==> config.mk <==
export PLATFORM = sky130hd
export DESIGN_NAME = wos_job_sequencer
export DESIGN_NICKNAME = d
export VERILOG_FILES = /design/src/rtl/wos_job_sequencer_pkg.sv /design/src/rtl/wos_cfg_regs.sv /design/src/rtl/wos_job_sequencer.sv
export SDC_FILE = /design/constraint.sdc
export NUM_CORES = 1
export LEC_CHECK = 0
export CAP_MARGIN = 25
export CORE_ASPECT_RATIO = 1.2
export CORE_MARGIN = 8
export CORE_UTILIZATION = 52
export CTS_BUF_LIST = sky130_fd_sc_hd__clkbuf_2
export CTS_CLUSTER_DIAMETER = 50
export CTS_CLUSTER_SIZE = 12
export DETAILED_ROUTE_END_ITERATION = 12
export PLACE_DENSITY_LB_ADDON = 0.25
export RECOVER_POWER = 50
export SLEW_MARGIN = 20
export SYNTH_ARGS = -nofsm -noshare
export SYNTH_HDL_FRONTEND = slang
export SYNTH_SLANG_ARGS = --single-unit
==> constraint.sdc <==
create_clock -name clk -period 11.5 [get_ports clk]
set_input_delay 2.3 -clock clk [delete_from_list [all_inputs] [get_ports clk]]
set_output_delay 2.3 -clock clk [all_outputs]
set_load 0.01 [all_outputs]
==> src/rtl/wos_job_sequencer_pkg.sv <==
// Shared definitions for the job sequencer: FSM encoding, register map
// indices, CTRL/STATUS bit positions and default geometry parameters.
package wos_job_sequencer_pkg;

  localparam int WORD_DEF  = 8;
  localparam int MAX_N_DEF = 25;

  typedef enum logic [2:0] {
    IDLE   = 3'd0,
    CHECK  = 3'd1,
    LAUNCH = 3'd2,
    RUN    = 3'd3,
    DONE   = 3'd4
  } state_t;

  localparam logic [2:0] A_CTRL     = 3'd0;
  localparam logic [2:0] A_STATUS   = 3'd1;
  localparam logic [2:0] A_H        = 3'd2;
  localparam logic [2:0] A_W        = 3'd3;
  localparam logic [2:0] A_N        = 3'd4;
  localparam logic [2:0] A_WCOUNT   = 3'd5;
  localparam logic [2:0] A_TO_LIMIT = 3'd6;

  localparam int C_START  = 0;
  localparam int C_IRQ_EN = 1;
  localparam int C_ABORT  = 2;

  localparam int B_BUSY    = 0;
  localparam int B_DONE    = 1;
  localparam int B_CFG_ERR = 2;
  localparam int B_TIMEOUT = 3;
  localparam int B_ABORTED = 4;

endpackage

==> src/rtl/wos_cfg_regs.sv <==
// Register file for the job sequencer.
//   cfg_*      : host register port, cfg_rdata is combinational from cfg_addr
//   busy       : job in flight; blocks geometry/TO_LIMIT writes, read as STATUS.BUSY
//   wcount     : live write counter, read back as WCOUNT
//   st_set     : sticky STATUS set requests from the FSM (bits 4:1)
//   start_p / abort_p : one-cycle CTRL command pulses
//   reg_h/w/n, to_limit : programmed job parameters
//   irq        : registered IRQ_EN & any sticky status bit
module wos_cfg_regs
  import wos_job_sequencer_pkg::*;
#(
  parameter int WORD = WORD_DEF,
  parameter int TO_W = 16
) (
  input  logic              clk,
  input  logic              rst,
  input  logic              cfg_we,
  input  logic [2:0]        cfg_addr,
  input  logic [31:0]       cfg_wdata,
  output logic [31:0]       cfg_rdata,
  input  logic              busy,
  input  logic [2*WORD-1:0] wcount,
  input  logic [4:1]        st_set,
  output logic              start_p,
  output logic              abort_p,
  output logic [WORD-1:0]   reg_h,
  output logic [WORD-1:0]   reg_w,
  output logic [WORD-1:0]   reg_n,
  output logic [TO_W-1:0]   to_limit,
  output logic              irq
);

  logic       irq_en;
  logic [4:1] sticky;
  logic [4:1] st_clr;
  logic       wr_ctrl;
  logic       unused_wdata;

  assign unused_wdata = ^cfg_wdata;
  assign wr_ctrl = cfg_we && (cfg_addr == A_CTRL);
  assign start_p = wr_ctrl && cfg_wdata[C_START];
  assign abort_p = wr_ctrl && cfg_wdata[C_ABORT];
  assign st_clr  = (cfg_we && cfg_addr == A_STATUS) ? cfg_wdata[4:1] : 4'b0;

  always_ff @(posedge clk) begin
    if (rst) begin
      irq_en   <= 1'b0;
      sticky   <= '0;
      reg_h    <= '0;
      reg_w    <= '0;
      reg_n    <= '0;
      to_limit <= '0;
      irq      <= 1'b0;
    end else begin
      if (wr_ctrl) irq_en <= cfg_wdata[C_IRQ_EN];
      if (cfg_we && !busy) begin
        case (cfg_addr)
          A_H:        reg_h    <= cfg_wdata[WORD-1:0];
          A_W:        reg_w    <= cfg_wdata[WORD-1:0];
          A_N:        reg_n    <= cfg_wdata[WORD-1:0];
          A_TO_LIMIT: to_limit <= cfg_wdata[TO_W-1:0];
          default: ;
        endcase
      end
      // set beats clear when both land on the same bit
      sticky <= (sticky & ~st_clr) | st_set;
      irq    <= irq_en & (|sticky);
    end
  end

  always_comb begin
    cfg_rdata = '0;
    case (cfg_addr)
      A_CTRL:     cfg_rdata[C_IRQ_EN]    = irq_en;
      A_STATUS:   cfg_rdata[4:0]         = {sticky, busy};
      A_H:        cfg_rdata[WORD-1:0]    = reg_h;
      A_W:        cfg_rdata[WORD-1:0]    = reg_w;
      A_N:        cfg_rdata[WORD-1:0]    = reg_n;
      A_WCOUNT:   cfg_rdata[2*WORD-1:0]  = wcount;
      A_TO_LIMIT: cfg_rdata[TO_W-1:0]    = to_limit;
      default:    cfg_rdata = '0;
    endcase
  end

endmodule

==> src/rtl/wos_job_sequencer.sv <==
// Job sequencer: validates a programmed h/w/n job, launches the address
// generator, counts result writes to h*w and guards the job with a watchdog.
//   clk, rst          : clock, synchronous active-high reset
//   cfg_*             : register port (see wos_cfg_regs)
//   eng_h/w/n         : job geometry, held from shadows for the whole job
//   eng_run           : two-cycle launch pulse
//   eng_w_en          : one result write per high cycle
//   irq               : level interrupt
module wos_job_sequencer
  import wos_job_sequencer_pkg::*;
#(
  parameter int WORD  = WORD_DEF,
  parameter int MAX_N = MAX_N_DEF,
  parameter int TO_W  = 16
) (
  input  logic            clk,
  input  logic            rst,
  input  logic            cfg_we,
  input  logic [2:0]      cfg_addr,
  input  logic [31:0]     cfg_wdata,
  output logic [31:0]     cfg_rdata,
  output logic [WORD-1:0] eng_h,
  output logic [WORD-1:0] eng_w,
  output logic [WORD-1:0] eng_n,
  output logic            eng_run,
  input  logic            eng_w_en,
  output logic            irq
);

  localparam logic signed [WORD-1:0] ONE  = WORD'(1);
  localparam logic signed [WORD-1:0] NMAX = WORD'(MAX_N);

  state_t              state, state_n;
  logic                busy, start_p, abort_p, launch_cnt;
  logic [4:1]          st_set;
  logic [WORD-1:0]     reg_h, reg_w, reg_n;
  logic [TO_W-1:0]     to_limit, wd;
  logic [2*WORD-1:0]   target, wcount, wc_inc;
  logic signed [WORD-1:0] hs, ws, ns;
  logic                cfg_bad, hit, tmo;

  assign busy    = (state != IDLE);
  assign eng_run = (state == LAUNCH);

  wos_cfg_regs #(.WORD(WORD), .TO_W(TO_W)) u_regs (
    .clk(clk), .rst(rst), .cfg_we(cfg_we), .cfg_addr(cfg_addr),
    .cfg_wdata(cfg_wdata), .cfg_rdata(cfg_rdata), .busy(busy),
    .wcount(wcount), .st_set(st_set), .start_p(start_p), .abort_p(abort_p),
    .reg_h(reg_h), .reg_w(reg_w), .reg_n(reg_n), .to_limit(to_limit), .irq(irq)
  );

  // geometry is judged as signed so a wrapped "negative" size is rejected
  assign hs = reg_h;
  assign ws = reg_w;
  assign ns = reg_n;
  assign cfg_bad = (hs < ONE) || (ws < ONE) || (ns < ONE) || (ns > NMAX) || !reg_n[0];

  assign wc_inc = (&wcount) ? wcount : wcount + 1'b1;
  assign hit    = eng_w_en && (wc_inc == target);
  assign tmo    = (to_limit != '0) && (wd == to_limit);

  always_ff @(posedge clk) begin
    if (rst) state <= IDLE;
    else     state <= state_n;
  end

  // priority inside RUN: abort > target reached > watchdog
  always_comb begin
    state_n = state;
    st_set  = '0;
    case (state)
      IDLE:   if (start_p) state_n = CHECK;
      CHECK:  if (cfg_bad) begin
                state_n = IDLE;
                st_set[B_CFG_ERR] = 1'b1;
              end else state_n = LAUNCH;
      LAUNCH: if (launch_cnt) state_n = RUN;
      RUN:    if (hit) begin
                state_n = DONE;
                st_set[B_DONE] = 1'b1;
              end else if (tmo) begin
                state_n = IDLE;
                st_set[B_TIMEOUT] = 1'b1;
              end
      DONE:   state_n = IDLE;
      default: state_n = IDLE;
    endcase
    if (abort_p && state != IDLE) begin
      state_n = IDLE;
      st_set  = '0;
      st_set[B_ABORTED] = 1'b1;
    end
  end

  always_ff @(posedge clk) begin
    if (rst) begin
      eng_h      <= '0;
      eng_w      <= '0;
      eng_n      <= '0;
      target     <= '0;
      wcount     <= '0;
      wd         <= '0;
      launch_cnt <= 1'b0;
    end else begin
      launch_cnt <= (state == LAUNCH) ? ~launch_cnt : 1'b0;
      if (state == CHECK) begin
        eng_h  <= reg_h;
        eng_w  <= reg_w;
        eng_n  <= reg_n;
        target <= (2*WORD)'(reg_h) * (2*WORD)'(reg_w);
        wcount <= '0;
        wd     <= '0;
      end else if (state == RUN && !abort_p) begin
        if (eng_w_en) begin
          wcount <= wc_inc;
          wd     <= '0;
        end else begin
          wd <= wd + 1'b1;
        end
      end
    end
  end

endmodule
==> results.md, run 1 <==
* CP max stage cell: nor2_1
* WL met2 at 10.7 mm
* Post-synthesis sequential area ratio at between 20% and 30%
* Setup violations, final at 0
* Failing checks: capacitance limit, slew limit
* M1 wire length at about 9.4 mm
* Netlist cell types at 60
* IR Drop Worst-Case VDD at between 0.08 and 0.09 mV
* Crit path max fanout at 22
* Min-Delay Path Class: register to register
* Residual DRC at 0
* Fin. Hold Viols at 0
* CP Cell Sequence: clkdlybuf4s50_1 -> nor2_1 -> a21oi_1 -> o221ai_1 -> clkdlybuf4s50_1
* CP dominant cell by count: clkdlybuf4s50_1
* Post-route minimum period at 7.40 ns
* Layout cells sized above 1 at approximately 4.4%
* Clk_lat worst skew at 0.73 ns
* Final Max Slew Viols at 86
* Post-CTS Hold Buffers at 0
* Worst EP required at ~9 ns
* DP HPWL at between 15 and 20 mm
* Die Y at roughly 150 microns
* CTS Buf Count at 17
* Max incr delay on CP at roughly 0.90 ns
* Total Neg Setup Slack at 0 ns
* Post-synth top flop: dfxtp_1
* CTS sink count at around 120
* Synth Cell Area at between 0.008 and 0.009 sq mm
* DR top layer: met4
* CTS tree: yes
* Resized cells post-CTS at 0
* Final WL at roughly 22 mm
* Initial antenna violation count at 1
* RSZ-0062 raised after global routing: no
* Initial core utilization at between 50% and 60%
* Max_cap viols at 1
* Status: complete, but fails checks
* Arr. time, crit path at slightly above 5 ns
* Vias at 7,257
* H-tree Lvls at 4
* First-pass GRT wire length at roughly 35 mm
* Post-route ant nets at 0
* Met3 WL at roughly 1.4 mm
* Achievable frequency at 135 MHz
* Power Density at 96.7 mW/mm^2
* CTS clk-pin slew, worst paths at roughly 0.23 ns
* GP Congestion at approximately 0.86
* Grt total ovfl at 0
* Syn Area/Cell at roughly 8.1 sq um
* CTS root buf: clkbuf_2
* Ys async rst share at 0%
* Die Wd at 132 microns
* First DRT Iteration DRCs at ~500
* Rows at 50
* PortBufs at 64
* Startpoint type of the worst setup path: input port
* Final Net Count at between 1k and 1.5k
* Final Cycle Share at about 64%
* Seq cells post-synth at ~120
* DP Area at a little under 0.009 sq mm
* Io pins at 97
* Layout area overhead at 10.1%
* Static leakage at 3.76 nW
* GRT Util Overall at a little over a fifth
* Vias/cell at approximately 5.7
* Slew headroom at -145%
* CP endpoint kind: primary output
* Tightest Pin Transition at around 3.7 ns
* Core footprint at approximately 0.016 sq mm
* Drt pass-1 iters at 8
* Max clock buf depth at 2
* Vias in the first global route at between 6k and 7k
* Wire per inst at approximately 17 microns
* Post-route cell area at 0.00919 sq mm
* Synth warnings at 0
* Clock skew at 0.0449 ns
* Die area at just over 0.02 sq mm
* Cells after Synth at roughly 1.0k
* Worst Setup Path Type: input port to primary output
* EDFF count, synth at 0
* # Post-CTS Setup Buffers at 0
* Largest net degree at the start of global routing at 86
registers in the layout (all words and copies together) (netlist names), 3 cells and up:
signal and count:
u_regs.reg_w 8, eng_h 8, wd 16, target 16
u_regs.sticky 4, u_regs.reg_h 8, u_regs.reg_n 8, eng_n 8
state 3, u_regs.to_limit 16, wcount 16, eng_w 8
critical path, delay by kind of cell:
family,cells,cell delay [ns]
AND/OR/NAND/NOR,1,0.90
AO/OA/AOI/OAI,2,0.43
buffers and inverters,2,1.46
placed cells by master, fill, tap and decap left out, types with 4 or more instances in the layout:
cell type        count
nand2_1            147
dfxtp_1            122
nor2_1              83
a21oi_1             82
inv_1               61
and2_1              53
mux2i_1             39
ha_1                38
clkdlybuf4s50_1     38
fa_1                36
xnor2_1             31
xor2_1              26
o21ai_0             25
nand3_1             25
dlygate4sd3_1       25
nor3_1              17
clkbuf_2            17
nand4_1             16
conb_1              16
or3_1               15
nor4_1              14
a22oi_1             13
and4_1               9
nand2b_1             7
nor2b_1              6
mux2_2               6
and3_1               6
o31ai_1              6
nand3b_1             5
a211oi_1             5
a32oi_1              4
o22ai_1              4
o21a_1               4
inv_6                4
inv_8                4
power breakdown:
part           leakage [nW]  total [W]  switching [W]  internal (W)
registers             0.984   0.000458      0.0000218      0.000437
clock network         0.141   0.000282       0.000195     0.0000871
logic                  2.63   0.000147      0.0000984     0.0000488
metrics by stage:
stage | setup WS (ns) | hold WS (ns) | total power (W) | utilization, % | cells
3_5_place_dp | 4.11 | 0.415 | 0.000612 | 57.2 | 1241
2_1_floorplan | 5.89 | 0.401 | 0.000563 | - | 1048
4_1_cts | 4.11 | 0.441 | 0.000892 | 58.7 | 1273
3_3_place_gp | 4.13 | 0.409 | 0.000610 | 57.2 | 1241
6_report | 4.10 | 0.438 | 0.000888 | 58.7 | 1274
5_1_grt | 3.96 | 0.451 | 0.000927 | 58.7 | 1274
layer usage:
metal | vias to the layer above | global-route usage (%)
met3 | 41 | 4.76
met5 | - | 0
met1 | 3466 | 26.0
li1 | 3521 | -
met2 | 229 | 35.9
met4 | 0 | 7.51
synthesized netlist by cell type (2+ instances only):
| cell type | count | share of area (%) |
|---|---|---|
| and2_1 | 53 | 4.0 |
| a21o_1 | 2 | 0.18 |
| nand2_1 | 147 | 6.6 |
| a311oi_1 | 3 | 0.32 |
| and4_1 | 9 | 0.95 |
| ha_1 | 38 | 5.7 |
| clkbuf_1 | 56 | 2.5 |
| nand4_1 | 16 | 1.2 |
| nor2b_1 | 6 | 0.45 |
| nand3_1 | 25 | 1.5 |
| a21oi_1 | 82 | 4.9 |
| a221oi_1 | 3 | 0.32 |
| buf_2 | 7 | 0.42 |
| or3_1 | 15 | 1.1 |
| fa_1 | 36 | 8.6 |
| nand2b_1 | 7 | 0.53 |
| nand4b_1 | 3 | 0.32 |
| nor4b_1 | 2 | 0.21 |
| nor3_1 | 17 | 1.0 |
| nor2_1 | 84 | 3.8 |
| mux2_2 | 6 | 0.81 |
| mux2i_1 | 39 | 4.7 |
| o31ai_1 | 6 | 0.54 |
| a211oi_1 | 5 | 0.45 |
| o211ai_1 | 3 | 0.27 |
| xnor2_1 | 31 | 3.3 |
| and3_1 | 6 | 0.45 |
| a31oi_1 | 3 | 0.23 |
| nor4_4 | 2 | 0.51 |
| o21bai_1 | 2 | 0.18 |
| xor2_1 | 26 | 2.7 |
| inv_1 | 61 | 2.7 |
| or4_1 | 2 | 0.18 |
| nor3b_1 | 4 | 0.36 |
| buf_4 | 17 | 1.5 |
| dfxtp_1 | 122 | 29 |
| buf_1 | 2 | 0.090 |
| nor4_1 | 14 | 1.1 |
| a22oi_1 | 13 | 1.2 |
| a32oi_1 | 4 | 0.42 |
| o21a_1 | 4 | 0.36 |
| nand3b_1 | 5 | 0.45 |
| o21ai_0 | 25 | 1.5 |
| o22ai_1 | 4 | 0.30 |
kinds of logic after synthesis:
kind of cell               share of synthesized area [%]
AOI/OAI and AO/OA                                   12.0
xor gates and xnor gates                            5.99
adders and majority gates                           14.3
buffers and inverters                               7.31
DFF                                                 29.3
muxes                                               5.49
other                                             0.0450
and+or+nand+nor                                     25.5
final timing paths:
check / slack, ns / startpoint / endpoint / cells past startpoint
worst max register to register: 6.57 / u_regs.reg_h[2] / target[13] / 14
worst min register to register: 0.44 / launch_cnt / launch_cnt / 1
worst max-delay path: 4.10 / cfg_addr[0] / cfg_rdata[1] / 5
worst min-delay path: 0.44 / launch_cnt / launch_cnt / 1
layout make-up:
class                           count  area, sq um
Fill cell                        1477         6450
Timing Repair Buffer               67          653
Clock buffer                       17         85.1
Sequential cell                   122         2440
Multi-Input combinational cell    783         5360
Clock inverter                     15          155
Antenna cell                        1         2.50
Inverter                           61          229
Tap cell                          208          260
Power figures use the tool's default switching activity.
==> run 2: changes to the inputs <==
==> constraint.sdc (replaced) <==
create_clock -name clk -period 6.73 [get_ports clk]
set_input_delay 1.346 -clock clk [delete_from_list [all_inputs] [get_ports clk]]
set_output_delay 1.346 -clock clk [all_outputs]
set_load 0.01 [all_outputs]
==> run 2 against run 1 <==
Against the previous run: the flow still finishes with violations (capacitance limit, slew limit); cell count about the same; combinational power increased by 71%; sequential share of layout area about the same; critical path depth increased by 1; worst setup slack got worse by 2.8 ns; largest cell class unchanged.
==> results.md, run 2 (synthesis results as in run 1) <==
* Min-Delay Path Class: register to register
* Slew headroom at -154%
* WL met2 at roughly 10 mm
* CP endpoint kind: primary output
* DR top layer: met4
* GRT Util Overall at a little over a fifth
* First DRT Iteration DRCs at 523
* CTS Buf Count at 17
* Status: complete, but fails checks
* Most frequent cells in the layout: 147 x nand2_1, 122 x dfxtp_1, 84 x nor2_1
* Finished Core Util at around three fifths
* Post-route minimum period at roughly 5.4 ns
* Final Max Slew Viols at a little under 90
* CTS tree: yes
* Post-route cell area at about 0.0092 sq mm
* Seq pwr share at about half
* Arr. time, crit path at slightly above 4 ns
* IR Drop Worst-Case VDD at between 0.1 and 0.15 mV
* PortBufs at 64
* Final Net Count at between 1k and 1.5k
* Post-route ant nets at 0
* Final WL at about 22 mm
* # Post-CTS Setup Buffers at 0
* Max_cap viols at 1
* Static leakage at ~3.8 nW
* Largest net degree at the start of global routing at just under 90
* Area of the multi-input gates at 0.00535 sq mm
* Vias in the first global route at ~6.8k
* CTS clk-pin slew, worst paths at 0.18 ns
* Antenna cells at 0
* Commonest non-fill, non-tap cell in the layout: nand2_1
* Failing checks: capacitance limit, slew limit
* Layout area overhead at 10.2%
* Residual DRC at 0
* Initial antenna violation count at 0
* Register Area at around 0.0024 sq mm
* Vias/cell at ~5.7
* Final Cycle Share at between 80% and 90%
* Worst EP required at approximately 5.4 ns
* Rows at 50
* Vias at a little over 7k
* Power Density at about 160 mW/mm^2
* H-tree Lvls at 4
* Resized cells post-CTS at 0
* M1 wire length at around 9.7 mm
* Max incr delay on CP at 0.82 ns
* Clk_lat worst skew at a little over 0.7 ns
* CTS sink count at 122
* Layout cells sized above 1 at 4.40%
* Achievable frequency at ~180 MHz
* Die area at ~0.020 sq mm
* Total Neg Setup Slack at 0 ns
* First-pass GRT wire length at roughly 35 mm
* Clock skew at 0.0404 ns
* CP dominant cell by count: clkdlybuf4s50_1
* CP max stage cell: clkdlybuf4s50_1
* Die Y at 155 microns
* Final worst setup slack at 1.29 ns
* Fill cells at 1,505
* Clock Power Share at a little under a third
* Tightest Pin Transition at between 3 and 4 ns
* Initial core utilization at a little over half
* CTS root buf: clkbuf_2
* Place WS at between 1 and 1.5 ns
* Wire per inst at about 17 microns
* WHS at 0.433 ns
* DP Area at roughly 0.0089 sq mm
* Net Switching at around 0.00053 W
* Combinational share of power at between 15 and 20%
* Switch share at a little over a third
* Met3 WL at 1.23 mm
* Grt total ovfl at 0
* Die Wd at around 130 microns
* RSZ-0062 raised after global routing: no
* Crit path max fanout at 15
* Worst Setup Path Type: input port to primary output
* Startpoint type of the worst setup path: input port
* DP HPWL at between 15 and 20 mm
* Fin. Hold Viols at 0
* GP Congestion at about 0.88
* CP Cell Sequence: clkdlybuf4s50_1 -> inv_1 -> nor2_1 -> a21oi_1 -> o221ai_1 -> clkdlybuf4s50_1
* Post-CTS Hold Buffers at 0
* Io pins at just under 100
* Setup violations, final at 0
* Internal Pwr Total at 0.000978 W
* Max clock buf depth at 2
* Core footprint at 0.0156 sq mm
* Drt pass-1 iters at 6
run 2: critical path: cells and delay by family:
kind	cells	cell delay (ns)
buffers and inverters	3	1.60
AOI/OAI and AO/OA	2	0.43
and+or+nand+nor	1	0.71
run 2: power groups by stage:
stage | combinational [W] | clock (W) | sequential, W
after floorplan | 0.000185 | 0 | 0.000777
after global placement | 0.000248 | 0 | 0.000795
after detailed placement | 0.000250 | 0 | 0.000795
after CTS | 0.000250 | 0.000485 | 0.000781
after global routing | 0.000278 | 0.000509 | 0.000787
final | 0.000252 | 0.000477 | 0.000783
run 2: metal layers:
metal	global-route usage [%]	up-vias
li1	-	3527
met1	26.7	3504
met2	34.5	204
met3	4.80	33
met4	6.36	0
met5	0	-
run 2: area by class of cell:
cell class / instances / share of cell area [%]
clock buffer: 17 / 0.926
inverter: 61 / 2.49
tap: 208 / 2.83
multi-input combinational: 783 / 58.2
sequential: 122 / 26.6
clock inverter: 15 / 1.67
timing repair buffer: 69 / 7.27
run 2: final timing paths:
check | start | end | slack, ns | depth (start not counted)
hold / removal | launch_cnt | launch_cnt | 0.43 | 1
setup reg to reg | u_regs.reg_w[5] | target[13] | 1.75 | 14
hold reg to reg | launch_cnt | launch_cnt | 0.43 | 1
setup / recovery | cfg_addr[1] | cfg_rdata[1] | 1.29 | 6
run 2: per-stage QoR:
stage	cells	power (W)
finish	1275	0.00151
global route	1275	0.00157
CTS	1274	0.00152
detailed placement	1242	0.00105
global placement	1242	0.00104
floorplan	1048	0.000962
==> run 3: changes to the inputs <==
==> constraint.sdc (replaced) <==
create_clock -name clk -period 5.4 [get_ports clk]
set_input_delay 1.08 -clock clk [delete_from_list [all_inputs] [get_ports clk]]
set_output_delay 1.08 -clock clk [all_outputs]
set_load 0.01 [all_outputs]
==> run 3 against run 2 <==
Against the previous run: the flow still finishes with violations (capacitance limit, slew limit); worst hold slack gained 0.0034 ns; combinational power grew 23%; clock power is 37% higher; critical path type is now register to register; critical endpoint is now target[13].
==> results.md, run 3 (synthesis results as in run 1) <==
* Vias at around 7.3k
* Clock Power Share at approximately 34%
* Met3 WL at between 1 and 1.5 mm
* Commonest non-fill, non-tap cell in the layout: nand2_1
* Setup violations, final at 0
* First DRT Iteration DRCs at between 500 and 600
* Tightest Pin Transition at 4.08 ns
* Status: complete, but fails checks
* Rows at 50
* CTS tree: yes
* Layout cells sized above 1 at approximately 4.9%
* Max clock buf depth at 2
* Drt pass-1 iters at 5
* CTS sink count at around 120
* Combinational share of power at between 10% and 20%
* Place WS at 0.701 ns
* Residual DRC at 0
* Core footprint at 0.0156 sq mm
* Internal Pwr Total at around 0.0013 W
* CTS root buf: clkbuf_2
* DR top layer: met4
* WL met2 at roughly 10 mm
* Arr. time, crit path at 5.34 ns
* Final worst setup slack at roughly 0.48 ns
* Initial antenna violation count at 1
* CTS Buf Count at 17
* RSZ-0062 raised after global routing: no
* Startpoint type of the worst setup path: register
* Layout area overhead at 11.0%
* Die Y at about 150 microns
* Achievable frequency at 203 MHz
* CTS clk-pin slew, worst paths at about 0.23 ns
* # Post-CTS Setup Buffers at 0
* Worst Setup Path Type: register to register
* Static leakage at roughly 3.8 nW
* Die Wd at 132 microns
* Total Neg Setup Slack at 0 ns
* Final Cycle Share at between 90 and 100%
* Crit path max fanout at 12
* Net Switching at roughly 0.00067 W
* H-tree Lvls at 4
* Fill cells at 1,458
* GP Congestion at ~0.90
* PortBufs at 64
* Most frequent cells in the layout: 147 x nand2_1, 122 x dfxtp_1, 84 x nor2_1
* IR Drop Worst-Case VDD at between 0.15 and 0.2 mV
* Worst EP required at around 5.8 ns
* Wire per inst at approximately 17 microns
* DP HPWL at 15.7 mm
* Post-CTS Hold Buffers at 0
* Area of the multi-input gates at between 0.005 and 0.006 sq mm
* M1 wire length at ~9.4 mm
* First-pass GRT wire length at ~36 mm
* Max_cap viols at 1
* Post-route ant nets at 0
* Io pins at just under 100
* Grt total ovfl at 0
* Fin. Hold Viols at 0
* CP endpoint kind: register
* Final WL at between 20 and 25 mm
* Final Max Slew Viols at just over 90
* Switch share at about a third
* Largest net degree at the start of global routing at between 90 and 100
* GRT Util Overall at 21.3%
* Initial core utilization at a little over half
* Vias in the first global route at 6,911
* Resized cells post-CTS at 0
* Vias/cell at roughly 5.7
* Power Density at about 210 mW/mm^2
* Clk_lat worst skew at 0.72 ns
* Final Net Count at between 1k and 1.5k
* Clock skew at 0.0312 ns
* Post-route minimum period at between 4 and 5 ns
* Failing checks: capacitance limit, slew limit
* Min-Delay Path Class: register to register
* Pwr Total at a little under 0.002 W
* Register Area at around 0.0024 sq mm
* Slew headroom at -172%
* Seq pwr share at 50.2%
* Die area at slightly above 0.02 sq mm
run 3: changes by cell type in the layout (fill, tap and decap cells not counted), sizes merged:
cell           before  now
diode               0    2
clkdlybuf4s50      37   47
dlygate4sd3        26   16
clkinv              5    4
bufinv              1    2
buf                 4   10
run 3: layout make-up:
class | count | share of cell area (%)
Clock buffer | 17 | 0.919
Tap cell | 208 | 2.81
Timing Repair Buffer | 75 | 7.70
Sequential cell | 122 | 26.4
Inverter | 61 | 2.47
Clock inverter | 15 | 1.93
Antenna cell | 2 | 0.0541
Multi-Input combinational cell | 783 | 57.7
run 3: path summary, 6_finish.rpt:
check | startpoint | depth (start not counted) | slack (ns) | endpoint
max | u_regs.reg_h[2] | 14 | 0.48 | target[13]
min | launch_cnt | 1 | 0.44 | launch_cnt
max reg2reg | u_regs.reg_h[2] | 14 | 0.48 | target[13]
min reg2reg | launch_cnt | 1 | 0.44 | launch_cnt
run 3: stage by stage:
stage / area, sq um / hold WS [ns] / instances / util, %
4_1_cts: 9260 / 0.439 / 1280 / 59.2
2_1_floorplan: 8400 / 0.401 / 1048 / -
3_5_place_dp: 8990 / 0.413 / 1248 / 57.5
6_report: 9260 / 0.436 / 1283 / 59.2
3_3_place_gp: 8990 / 0.409 / 1248 / 57.5
5_1_grt: 9260 / 0.464 / 1283 / 59.2
run 3: metal layers:
metal	vias to the layer above	global-route usage, %
met5	-	0
met4	0	7.95
met3	36	5.09
met2	218	35.3
met1	3519	26.3
li1	3539	-
run 3: worst max-delay path: stages (launching register included):
cell and delay, ns:
dfxtp_1 0.66, and2_1 0.22, fa_1 0.45, fa_1 0.53, fa_1 0.55, inv_1 0.05, fa_1 0.52, inv_1 0.04
ha_1 0.33, or3_1 0.34, o21ai_0 0.11, a211oi_1 0.12, or4_1 0.50, nand3_1 0.11, a21oi_1 0.07
run 3: power groups by stage:
stage	Combinational (W)	Clock (W)	Sequential (W)
2_1_floorplan	0.000231	0	0.000969
3_3_place_gp	0.000310	0	0.000988
3_5_place_dp	0.000312	0	0.000989
4_1_cts	0.000312	0.000663	0.000971
5_1_grt	0.000344	0.000702	0.000978
6_report	0.000311	0.000652	0.000973
